`src/rtl/ex_muldiv_ctrl.sv`:
```
// Iterative RV32M multiply/divide sequencer: radix-2 shift-add multiply and restoring divide
// over DATA_WIDTH cycles, holding the pipeline via stall until a one-cycle result beat.
module ex_muldiv_ctrl #(
   parameter int  DATA_WIDTH    = 32,
   parameter int  NUM_REGISTERS = 32,
   localparam int ADDRESS_WIDTH = $clog2(NUM_REGISTERS)
) (
   input  logic                     clk,
   input  logic                     rst_n,
   input  logic                     req_valid,
   output logic                     req_ready,
   input  logic [2:0]               funct3,
   input  logic [DATA_WIDTH-1:0]    opr_a,
   input  logic [DATA_WIDTH-1:0]    opr_b,
   input  logic [ADDRESS_WIDTH-1:0] rd_in,
   input  logic                     flush,
   output logic                     stall,
   output logic                     res_valid,
   output logic [DATA_WIDTH-1:0]    res,
   output logic [ADDRESS_WIDTH-1:0] rd_out
);

   localparam int CW = $clog2(DATA_WIDTH);
   localparam logic [CW-1:0] LAST = CW'(DATA_WIDTH - 1);
   localparam logic [DATA_WIDTH-1:0] MIN_NEG = {1'b1, {(DATA_WIDTH-1){1'b0}}};

   typedef enum logic [1:0] {IDLE, ITER, DONE} state_t;

   state_t                   state_q;
   logic [CW-1:0]            count_q;
   logic [2:0]               funct3_q;
   logic [DATA_WIDTH-1:0]    hi_q, lo_q, opB_q, res_q;
   logic                     negRes_q;
   logic [ADDRESS_WIDTH-1:0] rdLat_q, rdOut_q;

   logic                     aNeg, bNeg, divZero, overflow, fastPath, negFlag;
   logic [DATA_WIDTH-1:0]    aMag, bMag, fastRes;
   logic [DATA_WIDTH:0]      mulSum, divShift;
   logic [DATA_WIDTH-1:0]    divDiff, hi_d, lo_d, finalRes;
   logic                     divGe;
   logic [2*DATA_WIDTH-1:0]  prod, prodFix;
   logic [DATA_WIDTH-1:0]    quotFix, remFix;

   // Request decode: signed operands become magnitudes, corner cases bypass the iteration.
   always_comb begin
      aNeg     = (funct3 == 3'b001 || funct3 == 3'b010 || funct3 == 3'b100 || funct3 == 3'b110)
                 && opr_a[DATA_WIDTH-1];
      bNeg     = (funct3 == 3'b001 || funct3 == 3'b100 || funct3 == 3'b110) && opr_b[DATA_WIDTH-1];
      aMag     = aNeg ? -opr_a : opr_a;
      bMag     = bNeg ? -opr_b : opr_b;
      divZero  = (opr_b == '0);
      overflow = (funct3 == 3'b100 || funct3 == 3'b110) && (opr_a == MIN_NEG) && (opr_b == '1);
      fastPath = funct3[2] && (divZero || overflow);
      if (divZero) fastRes = funct3[1] ? opr_a : '1;
      else         fastRes = funct3[1] ? '0 : MIN_NEG;
      negFlag  = (funct3[2] && funct3[1]) ? aNeg : (aNeg ^ bNeg);
   end

   // One unsigned step: hi holds partial product / remainder, lo the multiplier / quotient.
   always_comb begin
      mulSum   = {1'b0, hi_q} + (lo_q[0] ? {1'b0, opB_q} : '0);
      divShift = {hi_q, lo_q[DATA_WIDTH-1]};
      divGe    = (divShift >= {1'b0, opB_q});
      divDiff  = divShift[DATA_WIDTH-1:0] - opB_q;
      if (funct3_q[2]) begin
         hi_d = divGe ? divDiff : divShift[DATA_WIDTH-1:0];
         lo_d = {lo_q[DATA_WIDTH-2:0], divGe};
      end else begin
         {hi_d, lo_d} = {mulSum, lo_q[DATA_WIDTH-1:1]};
      end
      prod    = {hi_d, lo_d};
      prodFix = negRes_q ? -prod : prod;
      quotFix = negRes_q ? -lo_d : lo_d;
      remFix  = negRes_q ? -hi_d : hi_d;
      case (funct3_q)
         3'b000:          finalRes = prodFix[DATA_WIDTH-1:0];
         3'b100, 3'b101:  finalRes = quotFix;
         3'b110, 3'b111:  finalRes = remFix;
         default:         finalRes = prodFix[2*DATA_WIDTH-1:DATA_WIDTH];
      endcase
   end

   // Sequencer; flush outranks everything but reset and never produces a result beat.
   always_ff @(posedge clk) begin
      if (!rst_n) begin
         state_q  <= IDLE;
         count_q  <= '0;
         funct3_q <= '0;
         hi_q     <= '0;
         lo_q     <= '0;
         opB_q    <= '0;
         negRes_q <= 1'b0;
         rdLat_q  <= '0;
         rdOut_q  <= '0;
         res_q    <= '0;
      end else if (flush) begin
         state_q <= IDLE;
         count_q <= '0;
      end else begin
         case (state_q)
            IDLE: begin
               if (req_valid) begin
                  funct3_q <= funct3;
                  rdLat_q  <= rd_in;
                  negRes_q <= negFlag;
                  opB_q    <= bMag;
                  hi_q     <= '0;
                  lo_q     <= aMag;
                  count_q  <= '0;
                  if (fastPath) begin
                     res_q   <= fastRes;
                     rdOut_q <= rd_in;
                     state_q <= DONE;
                  end else begin
                     state_q <= ITER;
                  end
               end
            end
            ITER: begin
               hi_q <= hi_d;
               lo_q <= lo_d;
               if (count_q == LAST) begin
                  count_q <= '0;
                  res_q   <= finalRes;
                  rdOut_q <= rdLat_q;
                  state_q <= DONE;
               end else begin
                  count_q <= count_q + CW'(1);
               end
            end
            default: state_q <= IDLE;
         endcase
      end
   end

   assign req_ready = (state_q == IDLE);
   assign res_valid = (state_q == DONE);
   assign res       = res_q;
   assign rd_out    = rdOut_q;
   assign stall     = ((state_q == IDLE) && req_valid && !fastPath && !flush) || (state_q == ITER);

endmodule

```
`config.mk`:
```
export PLATFORM = sky130hd
export DESIGN_NAME = ex_muldiv_ctrl
export DESIGN_NICKNAME = d
export VERILOG_FILES = /design/src/rtl/ex_muldiv_ctrl.sv
export SDC_FILE = /design/constraint.sdc
export NUM_CORES = 1
export LEC_CHECK = 0
export ABC_AREA = 1
export BUFFER_PORTS_ARGS = -buffer_cell sky130_fd_sc_hd__buf_2
export CAP_MARGIN = 20
export CORE_UTILIZATION = 50
export DETAILED_ROUTE_END_ITERATION = 7
export PLACE_DENSITY = 0.77
export SYNTH_ARGS = -nofsm -noshare
export SYNTH_HDL_FRONTEND = slang
export SYNTH_SLANG_ARGS = --single-unit
```
`constraint.sdc`:
```
create_clock -name clk -period 6.5 [get_ports clk]
set_input_delay 1.3 -clock clk [delete_from_list [all_inputs] [get_ports clk]]
set_output_delay 1.3 -clock clk [all_outputs]
set_load 0.03 [all_outputs]
```
==> impl_metrics.ini <==
[logic_synthesis]
synthArstFlopShare = 0
syn_area_per_cell_um2 = 5.604
yosysTopAreaCellShare = 0.1816
yosys.area_share.xor_xnor = 0.04041
syn_area_mm2 = 0.01691
synth-edff-count = 0
yosysTopAreaCell = nand2_1
yosysSeqAreaShare = 0.1764
synth_cell_type_count = 60
synth_top_family_by_area = simple AND/OR/NAND/NOR gates
syn_inst = 3017
synth.top_cells.by_area = nand2_1 18%, dfxtp_1 18%, inv_1 8.7%
synthSimpleGateAreaFrac = 0.4192
synthAdderAreaFrac = 0.05491
synth.area.mux_share = 0
synth_ff_type = dfxtp_1
yosys-top-cells-count = 818 x nand2_1, 392 x inv_1, 307 x nor2_1
synth_nets = 3166
ys_seq_elements = 149
ys_warn_count = 0
synth-compound-area-share = 0.1858
synth.most_common_cell = nand2_1

[die]
start_util = 0.5144
die_w_um = 185.9
die_area_mm2 = 0.03455
rows = 66
io_pins = 116
dieHeight_um = 185.9
coreArea_mm2 = 0.03287

[route]
avgViaCountPerCell = 5.906
drc_errors = 0
drt_iter0_markers = 2814
vias = 20750
wl_per_cell_um = 19.50
routed_wirelength_um = 68540
drt_pass1_iterations = 6
ant_nets = 0

[place]
place.gp.congestion = 1.033
post-place-ws_ns = 1.373
placed_cell_area_mm2 = 0.01771
port_buffers = 115
hpwl_um = 53020

[setup_path]
rr_endpoint = res[30]
end_kind = primary output
r2r_cells = 31
cpMostUsedCell = nand3_1
worstPathRequired_ns = 5.20
endpoint = stall
crit_fanout = 4
critPathMaxStageDelay_ns = 0.33
worst_setup_path_start_kind = primary input
slowest_stage = nor2_1
crit_type = in -> out
arrival_ns = 3.87
r2r_start = hi_q[1]
crit_chain = buf_2, inv_1, ha_1, nand2_1, nor2_1, nand3_1, nor3_1, nand3_1, nor3_2, nand3_1, nor2_1, nand3_1, nand2_1, a21oi_1, nand4_1, o21ai_0, buf_2
startpoint = opr_a[0]
rrSetupSlack_ns = 1.50

[timing]
fmax_ghz = 0.1934
finalMaxSlewViolations = 0
skew_ns = 0.01732
relSlewSlack = 0.2978
fin_tns_setup_ns = 0
worstMarginPinSlew_ns = 1.053
layout_setup_ws_ns = 1.330
rsz0062_at_grt = false
hold_viol_final = 0
fin_crit_ns = 5.170
whs_ns = 0.4669
period_share = 0.7953
finalSetupViolCount = 0

[global_route]
use_met1 = 0.5449
grt_pass1_vias = 18610
grt_use_total = 0.3959
grt_overflow = 0
grt_max_degree = 92
gr-usage-met2 = 0.5869
grt_pass1_wl_um = 104100
top_usage_layer = met2
met3_usage = 0.1121
antenna_found_initial = 1

[power_and_ir_drop]
powerDensity_mw_per_mm2 = 172.5
swShare = 0.4144
vdd_drop_max_mv = 0.1977
p_sw_mw = 1.310
intPower_mw = 1.851
comb_power_share = 0.342
power_frac_seq = 0.318
p_leak_nw = 9.483
power.total_mw = 3.160
clockPowerShare = 0.341

[clocking]
clk_pin_slew_ns = 0.07
cts_resized = 0
tritoncts = yes
cts_num_sinks = 149
cts_setup_buffers = 0
htreeDepth = 4
postCtsHoldBufs = 0
cts_root_buffer = clkbuf_16
cts_buffers = 17
clock_path_buffers = 2
clock_latency_ns = 0.47

[hold_path]
hold_class = reg -> reg
holdCritStartpoint = lo_q[2]

[finish]
drive_gt1_frac = 0.1029
fill_cells = 3518
nets = 3207
area_delta_synth_final_pct = 8.370
design_area_mm2 = 0.01832

[job]
max_cap_violations = 0

[outcome]
outcome = finished, final reports clean
==> final cells by class <==
class | count | area [um2] | share of cell area
diodes | 1 | 2.502 | 0.0001366
inverters | 428 | 1607 | 0.08769
clock inverters | 13 | 162.7 | 0.008878
repair buffers | 131 | 708.2 | 0.03865
multi-input cells | 2331 | 11860 | 0.6471
well taps | 442 | 553.0 | 0.03019
flip-flops and latches | 149 | 2989 | 0.1631
clock buffers | 19 | 442.9 | 0.02418
==> cell usage in the layout (no fill, tap or decap), types with 4 or more instances in the layout <==
master / count
a21o_1: 6
nand3_1: 234
buf_2: 115
buf_4: 15
xor2_1: 66
a21oi_1: 270
nand3_2: 14
nor2_2: 28
dfxtp_1: 146
clkbuf_16: 17
inv_6: 4
nand2_1: 818
and2_1: 5
nand2_4: 5
nor3_1: 39
inv_2: 32
inv_1: 392
o21bai_1: 7
ha_1: 71
nor4_1: 5
nand3b_1: 24
o221ai_1: 10
or2_2: 9
o21ai_0: 212
nor2_1: 304
nor2_4: 14
xnor2_1: 12
nand4_1: 49
o21ai_2: 10
a31oi_1: 15
or2_1: 6
clkinv_1: 4
nand2_2: 25
o211ai_1: 12
o21ai_1: 19
==> worst min-delay path by stage <==
stage,cells past startpoint,slack (ns),to
finish,2,0.47,lo_q[2]
global route,2,0.49,count_q[3]
CTS,2,0.47,lo_q[2]
detailed placement,2,0.46,lo_q[2]
global placement,2,0.45,lo_q[2]
floorplan,2,0.45,count_q[4]
==> layer usage <==
layer / up-vias / routed length [um]
met5: - / 0
met4: 0 / 2054
met3: 143 / 8676
met2: 1254 / 28480
met1: 9509 / 29320
li1: 9846 / -
==> worst max-delay path, delay by kind of cell <==
family,cells,cell delay [ns]
AND/OR/NAND/NOR,11,1.85
buffers and inverters,3,0.38
adder cells (fa/ha/maj),1,0.17
AO/OA/AOI/OAI,2,0.17
==> registers in the layout, indices dropped and copies added, names as in the netlist <==
signal and flops:
hi_q 32, lo_q 32, opB_q 32, res 32
count_q 5, rdLat_q 5, rd_out 5, funct3_q 3
state_q 2, negRes_q 1
==> stage by stage <==
step | utilization | std cells
finish | 0.5574 | 3514
CTS | 0.5574 | 3513
global placement | 0.5383 | 3480
floorplan | - | 3017
detailed placement | 0.5389 | 3481
global route | 0.5574 | 3513
==> logic make-up after synthesis <==
| logic type | Yosys count |
|---|---|
| compound gates | 581 |
| xor+xnor | 78 |
| fa+ha+maj | 73 |
| buf+inv | 537 |
| flops | 149 |
| simple gates | 1599 |
==> power by group through the flow <==
stage	clock (mW)	sequential [mW]	combinational [mW]
floorplan	0	1.01	0.713
global placement	0	1.02	1.02
detailed placement	0	1.02	1.03
CTS	1.08	1.00	1.04
global route	1.11	1.01	1.17
finish	1.08	1.00	1.08
No activity file was read; power rests on OpenSTA's default activity.
